--- src/rtl/csd_to_bin_serial_if.sv ---
`timescale 1ns/1ps
// ---------------------------------------------------------------------------
// csd_to_bin_serial_if
// Handshake bundle for the serial CSD-to-binary decoder.
//   Input channel  : in_valid, in_ready, in_mag[N-1:0], in_sign[N-1:0]
//   Output channel : out_valid, out_ready, out_data[W-1:0], out_err
// The slave modport is the decoder side; the master modport is the side
// that supplies CSD words and consumes decoded results.
// ---------------------------------------------------------------------------
interface csd_to_bin_serial_if #(
    parameter int N = 9,
    parameter int W = N + 1
);
    logic         in_valid;
    logic         in_ready;
    logic [N-1:0] in_mag;
    logic [N-1:0] in_sign;
    logic         out_valid;
    logic         out_ready;
    logic [W-1:0] out_data;
    logic         out_err;

    modport slave (
        input  in_valid,
        input  in_mag,
        input  in_sign,
        input  out_ready,
        output in_ready,
        output out_valid,
        output out_data,
        output out_err
    );

    modport master (
        output in_valid,
        output in_mag,
        output in_sign,
        output out_ready,
        input  in_ready,
        input  out_valid,
        input  out_data,
        input  out_err
    );
endinterface

--- src/rtl/csd_to_bin_serial.sv ---
`timescale 1ns/1ps
// ---------------------------------------------------------------------------
// csd_to_bin_serial
// Serial decoder from canonical-signed-digit words to two's complement.
// One digit is consumed per clock, MSB first, with Horner accumulation
// (acc = 2*acc + d). Words violating CSD non-adjacency are flagged on
// out_err but still decoded arithmetically.
// Ports:
//   clk   : sole clock, rising edge
//   rst_n : asynchronous active-low reset
//   bus   : slave side of csd_to_bin_serial_if (input and output handshakes)
// ---------------------------------------------------------------------------
module csd_to_bin_serial #(
    parameter int N = 9,
    parameter int W = N + 1
) (
    input  logic                  clk,
    input  logic                  rst_n,
    csd_to_bin_serial_if.slave    bus
);

    localparam int CW = (N > 1) ? $clog2(N) : 1;

    typedef enum logic [1:0] {IDLE, RUN, DONE} stateT;

    stateT         state_q, state_d;
    logic [CW-1:0] cnt_q, cnt_d;
    logic [W-1:0]  acc_q, acc_d;
    logic [N-1:0]  mag_q, mag_d;
    logic [N-1:0]  sign_q, sign_d;
    logic          prevMag_q, prevMag_d;
    logic          err_q, err_d;
    logic [W-1:0]  outData_q, outData_d;
    logic          outErr_q, outErr_d;

    logic          inReady;
    logic          outValid;
    logic          accept;
    logic [W-1:0]  digitVal;
    logic [W-1:0]  accStep;
    logic          errStep;

    // The digit under consideration always sits in the MSB of the shift
    // registers. prevMag_q remembers the magnitude of the digit consumed on
    // the previous edge, which is the neighbour one position higher; it is
    // cleared on load so the top digit has no pair term.
    assign digitVal = mag_q[N-1] ? (sign_q[N-1] ? {W{1'b1}} : W'(1)) : '0;
    assign accStep  = (acc_q << 1) + digitVal;
    assign errStep  = err_q | (mag_q[N-1] & prevMag_q);
    assign accept   = bus.in_valid & inReady;

    // State register.
    always_ff @(posedge clk or negedge rst_n) begin
        if (!rst_n) begin
            state_q <= IDLE;
        end else begin
            state_q <= state_d;
        end
    end

    // Next-state logic. From DONE a completed output handshake either
    // returns to IDLE or, if a new word is waiting, jumps straight to RUN.
    always_comb begin
        state_d = state_q;
        case (state_q)
            IDLE: if (accept) state_d = RUN;
            RUN:  if (cnt_q == '0) state_d = DONE;
            DONE: if (bus.out_ready) state_d = bus.in_valid ? RUN : IDLE;
            default: state_d = IDLE;
        endcase
    end

    // Handshake outputs. in_ready is forced low while reset is held, and in
    // DONE follows out_ready so a new word can enter as the result leaves.
    always_comb begin
        inReady  = 1'b0;
        outValid = 1'b0;
        case (state_q)
            IDLE: inReady = 1'b1;
            DONE: begin
                inReady  = bus.out_ready;
                outValid = 1'b1;
            end
            default: ;
        endcase
        if (!rst_n) inReady = 1'b0;
    end

    // Datapath next values: load the word on accept, otherwise shift one
    // digit per RUN cycle and capture the final result on the last digit.
    always_comb begin
        cnt_d     = cnt_q;
        acc_d     = acc_q;
        mag_d     = mag_q;
        sign_d    = sign_q;
        prevMag_d = prevMag_q;
        err_d     = err_q;
        outData_d = outData_q;
        outErr_d  = outErr_q;
        if (accept) begin
            mag_d     = bus.in_mag;
            sign_d    = bus.in_sign;
            acc_d     = '0;
            cnt_d     = CW'(N - 1);
            err_d     = 1'b0;
            prevMag_d = 1'b0;
        end else if (state_q == RUN) begin
            acc_d     = accStep;
            err_d     = errStep;
            prevMag_d = mag_q[N-1];
            mag_d     = mag_q << 1;
            sign_d    = sign_q << 1;
            cnt_d     = cnt_q - CW'(1);
            if (cnt_q == '0) begin
                outData_d = accStep;
                outErr_d  = errStep;
            end
        end
    end

    // Datapath registers.
    always_ff @(posedge clk or negedge rst_n) begin
        if (!rst_n) begin
            cnt_q     <= '0;
            acc_q     <= '0;
            mag_q     <= '0;
            sign_q    <= '0;
            prevMag_q <= 1'b0;
            err_q     <= 1'b0;
            outData_q <= '0;
            outErr_q  <= 1'b0;
        end else begin
            cnt_q     <= cnt_d;
            acc_q     <= acc_d;
            mag_q     <= mag_d;
            sign_q    <= sign_d;
            prevMag_q <= prevMag_d;
            err_q     <= err_d;
            outData_q <= outData_d;
            outErr_q  <= outErr_d;
        end
    end

    assign bus.in_ready  = inReady;
    assign bus.out_valid = outValid;
    assign bus.out_data  = outData_q;
    assign bus.out_err   = outErr_q;

endmodule

--- src/flat_wrapper.sv ---
// flat-port wrapper written by rule: the top's interface ports become plain ports
module csd_to_bin_serial_flat 
#(
    parameter int N = 9,
    parameter int W = N + 1
)
  (clk, rst_n, bus_in_valid, bus_in_mag, bus_in_sign, bus_out_ready, bus_in_ready, bus_out_valid, bus_out_data, bus_out_err);
  csd_to_bin_serial_if #(.N(N), .W(W)) bus_i ();
  input  logic clk;
  input  logic rst_n;
  input wire logic [$bits(bus_i.in_valid)-1:0] bus_in_valid;
  input wire logic [$bits(bus_i.in_mag)-1:0] bus_in_mag;
  input wire logic [$bits(bus_i.in_sign)-1:0] bus_in_sign;
  input wire logic [$bits(bus_i.out_ready)-1:0] bus_out_ready;
  output wire logic [$bits(bus_i.in_ready)-1:0] bus_in_ready;
  output wire logic [$bits(bus_i.out_valid)-1:0] bus_out_valid;
  output wire logic [$bits(bus_i.out_data)-1:0] bus_out_data;
  output wire logic [$bits(bus_i.out_err)-1:0] bus_out_err;
  assign bus_i.in_valid = bus_in_valid;
  assign bus_i.in_mag = bus_in_mag;
  assign bus_i.in_sign = bus_in_sign;
  assign bus_i.out_ready = bus_out_ready;
  assign bus_in_ready = bus_i.in_ready;
  assign bus_out_valid = bus_i.out_valid;
  assign bus_out_data = bus_i.out_data;
  assign bus_out_err = bus_i.out_err;
  csd_to_bin_serial #(.N(N), .W(W)) u_core (.clk(clk), .rst_n(rst_n), .bus(bus_i));
endmodule
--- config.mk ---
export PLATFORM = sky130hd
export DESIGN_NAME = csd_to_bin_serial_flat
export DESIGN_NICKNAME = d
export VERILOG_FILES = /design/src/rtl/csd_to_bin_serial_if.sv /design/src/rtl/csd_to_bin_serial.sv /design/src/flat_wrapper.sv
export SDC_FILE = /design/constraint.sdc
export NUM_CORES = 1
export LEC_CHECK = 0
export ABC_AREA = 1
export CELL_PAD_IN_SITES_DETAIL_PLACEMENT = 1
export CELL_PAD_IN_SITES_GLOBAL_PLACEMENT = 1
export CORE_ASPECT_RATIO = 0.9
export CORE_MARGIN = 2
export CORE_UTILIZATION = 36
export DETAILED_ROUTE_END_ITERATION = 6
export PLACE_DENSITY = 0.82
export SLEW_MARGIN = 20
export SYNTH_ARGS = -nofsm -noshare
export SYNTH_HDL_FRONTEND = slang
export SYNTH_SLANG_ARGS = --single-unit
--- constraint.sdc ---
create_clock -name clk -period 1.63 [get_ports clk]
set_input_delay 0.2445 -clock clk [delete_from_list [all_inputs] [get_ports clk]]
set_output_delay 0.2445 -clock clk [all_outputs]
set_load 0.01 [all_outputs]
* Yosys cells after proc, flatten, opt, wreduce, memory -nomap -nowiden
Index checks and enable logic that the tools add are counted.
Storage, ports and cells: input port bits 22, output and inout port bits 13, register bits after elaboration 46, logic and storage cells 47
Operators by class: eq/ne operators 5, reduce and logical (&&, ||, !) cells 5, $add $sub $neg 2, muxes and demuxes 22, bitwise logic cells 4
Operator list (number):
- $mux 9 | 6
- $mux 10 | 2
- $add 10x10->10 | 1
- $mux 4 | 2
- $mux 1 | 7
- $mux 2 | 3
- $pmux 2 s3 | 1
- $reduce_and 3->1 | 2
- $logic_not 4->1 | 1
- $ne 2x1->1 const B | 2
- $sub 4x1->4 const B | 1
- $and 1x1->1 | 2
- $eq 2x1->1 const B | 1
- $eq 2x2->1 const B | 1
- $logic_not 2->1 | 1
- $ne 2x2->1 const B | 1
- $pmux 1 s2 | 1
- $reduce_bool 2->1 | 1
- $not 1->1 | 1
- $or 1x1->1 | 1

* Depth between registers and ports, before layout
word-level depth 6, gate-level depth with buffers 15, gate-level depth less buffers 15

* Worst setup path before layout
OpenSTA, ideal clock, no wires.
path type reg2reg, start register u_core.mag_q[8], end register u_core.acc_q[7], setup time 117 ps, slack 42 ps, buffers on the path 1, clock period less this slack 1588 ps, data required time 1513 ps, data arrival time 1471 ps, cell stages (with the launch flop) 15, cells stage by stage dfrtp_1 -> nand2_2 -> buf_6 -> nand2_1 -> nand2_1 -> inv_1 -> ha_1 -> inv_1 -> nand2_1 -> nand2_1 -> nand2_2 -> nand2_2 -> nand3_1 -> nand3_1 -> nand2_1
Between the ends: longest elaborated chain between the ends 4
Ends and longest elaborated chain:
- start, declared | RTL line csd_to_bin_serial.sv:29 | logic [N-1:0] mag_q, mag_d;
- start signal, assigned | RTL line csd_to_bin_serial.sv:135 | mag_q <= mag_d;
- $mux 10 | RTL line csd_to_bin_serial.sv:47 | assign digitVal = mag_q[N-1] ? (sign_q[N-1] ? {W{1'b1}} : W'(1)) : '0;
- $add 10x10->10 | RTL line csd_to_bin_serial.sv:48 | assign accStep = (acc_q << 1) + digitVal;
- $mux 9 | RTL line csd_to_bin_serial.sv:107 | end else if (state_q == RUN) begin
- $mux 9 | RTL line csd_to_bin_serial.sv:100 | if (accept) begin
- end signal, assigned | RTL line csd_to_bin_serial.sv:125 | acc_q <= '0;
- end signal, assigned | RTL line csd_to_bin_serial.sv:134 | acc_q <= acc_d;
- end, declared | RTL line csd_to_bin_serial.sv:28 | logic [W-1:0] acc_q, acc_d;
No other way between the ends. The select of a mux whose other input is x is not followed. A chain may end at the register's enable or synchronous reset.

* Final worst setup path
Ends and elaborated chain as after synthesis.

==> run summary <==
=================================================================================================
Global Route met1 Usage ............................................................        0.240
Standby leakage power ..............................................................      1.52 nW
Top fanout value on the critical path ..............................................            6
Net Switching ......................................................................      2.39 mW
Reg2reg end ........................................................................ u_core.acc_q[7]
Critical path capture point type ...................................................         flop
Arrival time reported for the critical path endpoint ...............................      1830 ps
Post-synthesis cell count ..........................................................          268
Max Clock Freq .....................................................................      614 MHz
Ports ..............................................................................           35
Outcome ............................................................................ complete, no violations
Warnings, synthesis ................................................................            0
Die Area ...........................................................................    6850 um^2
Number of pins with negative max-slew slack in the final report ....................            0
Number of buffers between clock root and the deepest sink ..........................            2
Register-to-Register Setup Slack ...................................................       0.2 ps
Synthesized area per cell ..........................................................    8.34 um^2
Average routed wire per standard cell ..............................................      15.2 um
Total wirelength of the detailed-routed design .....................................      5990 um
Part of the total power dissipated in combinational logic ..........................        0.501
Number of diodes added for antenna fixing ..........................................            0
Power per cell area ................................................................ 1890 nW/um^2
Most used cells in the layout excluding fill and tap cells ......................... nand2_1 (80), dfrtp_1 (45), clkdlybuf4s50_1 (31)
Total grt overflow .................................................................            0
Maximum number of pins on one net before global-route repair .......................           47
Sequential element share of the synthesized area ...................................        0.504
Drt first-iter violations ..........................................................           90
Final hold violation count .........................................................            0
Critical path start-end classification .............................................   reg -> reg
Synthesis-stage register bit count .................................................           45
Total number of H-tree levels ......................................................            2
Global routing's busiest layer .....................................................         met2
Final total power ..................................................................      5.65 mW
CP Cell Sequence ................................................................... buf_4 > buf_4 > nand3_1 > nand2_2 > nor2_2 > nand2_2 > nand2_4 > nand2_4 > nand2_2 > nand2_2 > nand3_2 > nand2_1
Seq pwr share ......................................................................        0.337
R2R depth ..........................................................................           12
Library cell used as clock root buffer .............................................     clkbuf_8
RSZ-0062 raised after global routing ...............................................          yes
Vias in the first global route .....................................................         2054
Number of buffers inserted during clock tree synthesis .............................            5
Number of setup violations in the final report .....................................            0
Filler cells .......................................................................          718
Number of vias per cell ............................................................         4.97
Die Height .........................................................................      78.7 um
Kind of start point of the critical path ...........................................         flop
Clock Sink Count ...................................................................           45
Total routing usage reported by global routing .....................................        0.180
Detail Route Antenna Nets ..........................................................            0
Number of distinct library cell variants in the gate-level netlist after synthesis .           28
Residual DRC count .................................................................            0
Transition time at the pin with the least slew margin ..............................       580 ps
Area growth syn-to-layout ..........................................................        34.1%
Ratio of cells with drive above 1 in the final layout ..............................        0.220
Post-synthesis instance area .......................................................    2230 um^2
Clock edge transition at the registers on the reported setup and hold paths ........        90 ps
Max capacitance violation total ....................................................            0
IO Port Bufs .......................................................................           34
Wire length of the first global-routing pass .......................................      9560 um
Type of the tightest min-delay check ...............................................  in -> async
Number of rows created at floorplan ................................................           27
CP dominant cell by count ..........................................................      nand2_2
Number of nets produced by synthesis ...............................................          293
Required time at the worst-slack endpoint ..........................................      1830 ps
Number of nets in the final layout .................................................          346
Internal power .....................................................................      3.26 mW
Power share of the clock group .....................................................        0.161
Detailed Place HPWL ................................................................      4090 um
Die width ..........................................................................      87.1 um
Placeable Area .....................................................................    6050 um^2
Layout Skew ........................................................................      10.1 ps
Starting Density ...................................................................        0.370
Shortest period the worst path allows ..............................................      1630 ps
Maximum vdd ir drop ................................................................     0.590 mV
TritonCTS clock tree ...............................................................          yes
Later-pin clock latency in the skew report .........................................       310 ps
CP max-delay cell ..................................................................      dfrtp_1
Largest incremental delay on the critical path .....................................       430 ps
Worst R2R Start .................................................................... u_core.mag_q[8]
Setup total negative slack .........................................................         0 ps
Combined area of the multi-input logic cells .......................................    1040 um^2
Met2 usage in global routing .......................................................        0.296
Commonest non-fill, non-tap cell in the layout .....................................      nand2_1
Via total after detailed routing ...................................................         1960
Worst slew margin relative to its limit ............................................        0.614
Met3 track demand over resource ....................................................       0.0322
Total iterations of the first detailed-routing run .................................            4
Switching part of the total ........................................................        0.423
Seq. cell area .....................................................................    1130 um^2
Initial antenna violation count ....................................................            0
Period Utilization, post-route .....................................................         1.00
Final weighted congestion of routability-driven global placement ...................        0.841
=================================================================================================
[Yosys cell counts (all sizes together)]
cell type / n / area (um^2)
xnor2: 1 / 8.76
dfrtp: 45 / 1130
o211ai: 1 / 7.51
nand2: 100 / 408
ha: 3 / 37.5
or2: 1 / 6.26
a22oi: 15 / 113
clkbuf: 1 / 3.75
clkinv: 1 / 3.75
o21ai: 17 / 85.1
nand4: 2 / 12.5
a21oi: 2 / 10.0
xor2: 5 / 43.8
nor2: 14 / 72.6
inv: 30 / 113
nand3: 14 / 70.1
a22o: 2 / 17.5
a31oi: 1 / 12.5
nor3: 1 / 5.00
buf: 7 / 47.5
o22ai: 5 / 31.3
[cell type report]
cell class,instances,area share
clock buffer,6,0.0276
multi-input combinational,184,0.349
tap,72,0.0301
clock inverter,2,0.0125
timing repair buffer,54,0.166
sequential,45,0.376
inverter,31,0.0397
[timing repair]
action,CTS,global route
hold buffers,0,0
setup buffers,2,3
resized for setup,7,25
setup endpoints to repair,9,11
pin swaps,6,7
[sequential cells by signal, indices dropped and copies added (netlist names)]
signal	cells
u_core.bus.out_data	10
u_core.acc_q	9
u_core.mag_q	9
u_core.sign_q	9
u_core.cnt_q	4
u_core.state_q	2
u_core.bus.out_err	1
u_core.err_q	1
[per-layer routing]
metal  vias to the layer above  share of wire
met3                        11          0.026
li1                        961              -
met4                         0          0.018
met1                       949           0.47
met2                        39           0.48
met5                         -              0
[worst max-delay path: cells and delay by family (launching register included)]
| kind | cells | cell delay [ps] |
|---|---|---|
| buf+inv | 2 | 300 |
| flops | 1 | 430 |
| simple gates | 10 | 800 |
[through the flow]
| step | utilization | instance area (um^2) | setup WS, ps | hold WS [ps] | std cells |
|---|---|---|---|---|---|
| floorplan | - | 2230 | 41.9 | -51.1 | 268 |
| global placement | 0.455 | 2750 | -173 | 392 | 383 |
| detailed placement | 0.455 | 2750 | -238 | 396 | 383 |
| CTS | 0.479 | 2900 | 1.40 | 65.4 | 392 |
| global route | 0.496 | 3000 | -122 | 94.7 | 394 |
| finish | 0.496 | 3000 | 0.242 | 27.6 | 394 |
[logic make-up after synthesis]
logic type,count (synthesis),synth area share
AND/OR/NAND/NOR,132,0.257
flip-flops,45,0.504
AO/OA/AOI/OAI,43,0.124
buffers and inverters,39,0.0750
XOR/XNOR,6,0.0235
adder cells (fa/ha/maj),3,0.0168
[power by group through the flow]
stage	Sequential (mW)	Combinational [mW]	Clock, mW
2_1_floorplan	1.92	1.61	0
3_3_place_gp	1.88	2.48	0
3_5_place_dp	1.91	2.61	0
4_1_cts	1.89	2.67	0.921
5_1_grt	1.96	3.16	0.977
6_report	1.91	2.83	0.911
[worst max-delay path by stage]
stage	startpoint	to	slack, ps	cells after the start
6_report	u_core.mag_q[8]	u_core.acc_q[7]	0.2	12
5_1_grt	u_core.sign_q[8]	u_core.bus.out_data[9]	-120	11
4_1_cts	u_core.sign_q[8]	u_core.bus.out_data[5]	1	11
3_5_place_dp	bus_out_ready	u_core.mag_q[0]	-240	10
3_3_place_gp	bus_out_ready	bus_in_ready	-170	6
2_1_floorplan	u_core.mag_q[8]	u_core.acc_q[7]	40	14
No activity file was read; power rests on OpenSTA's default activity.
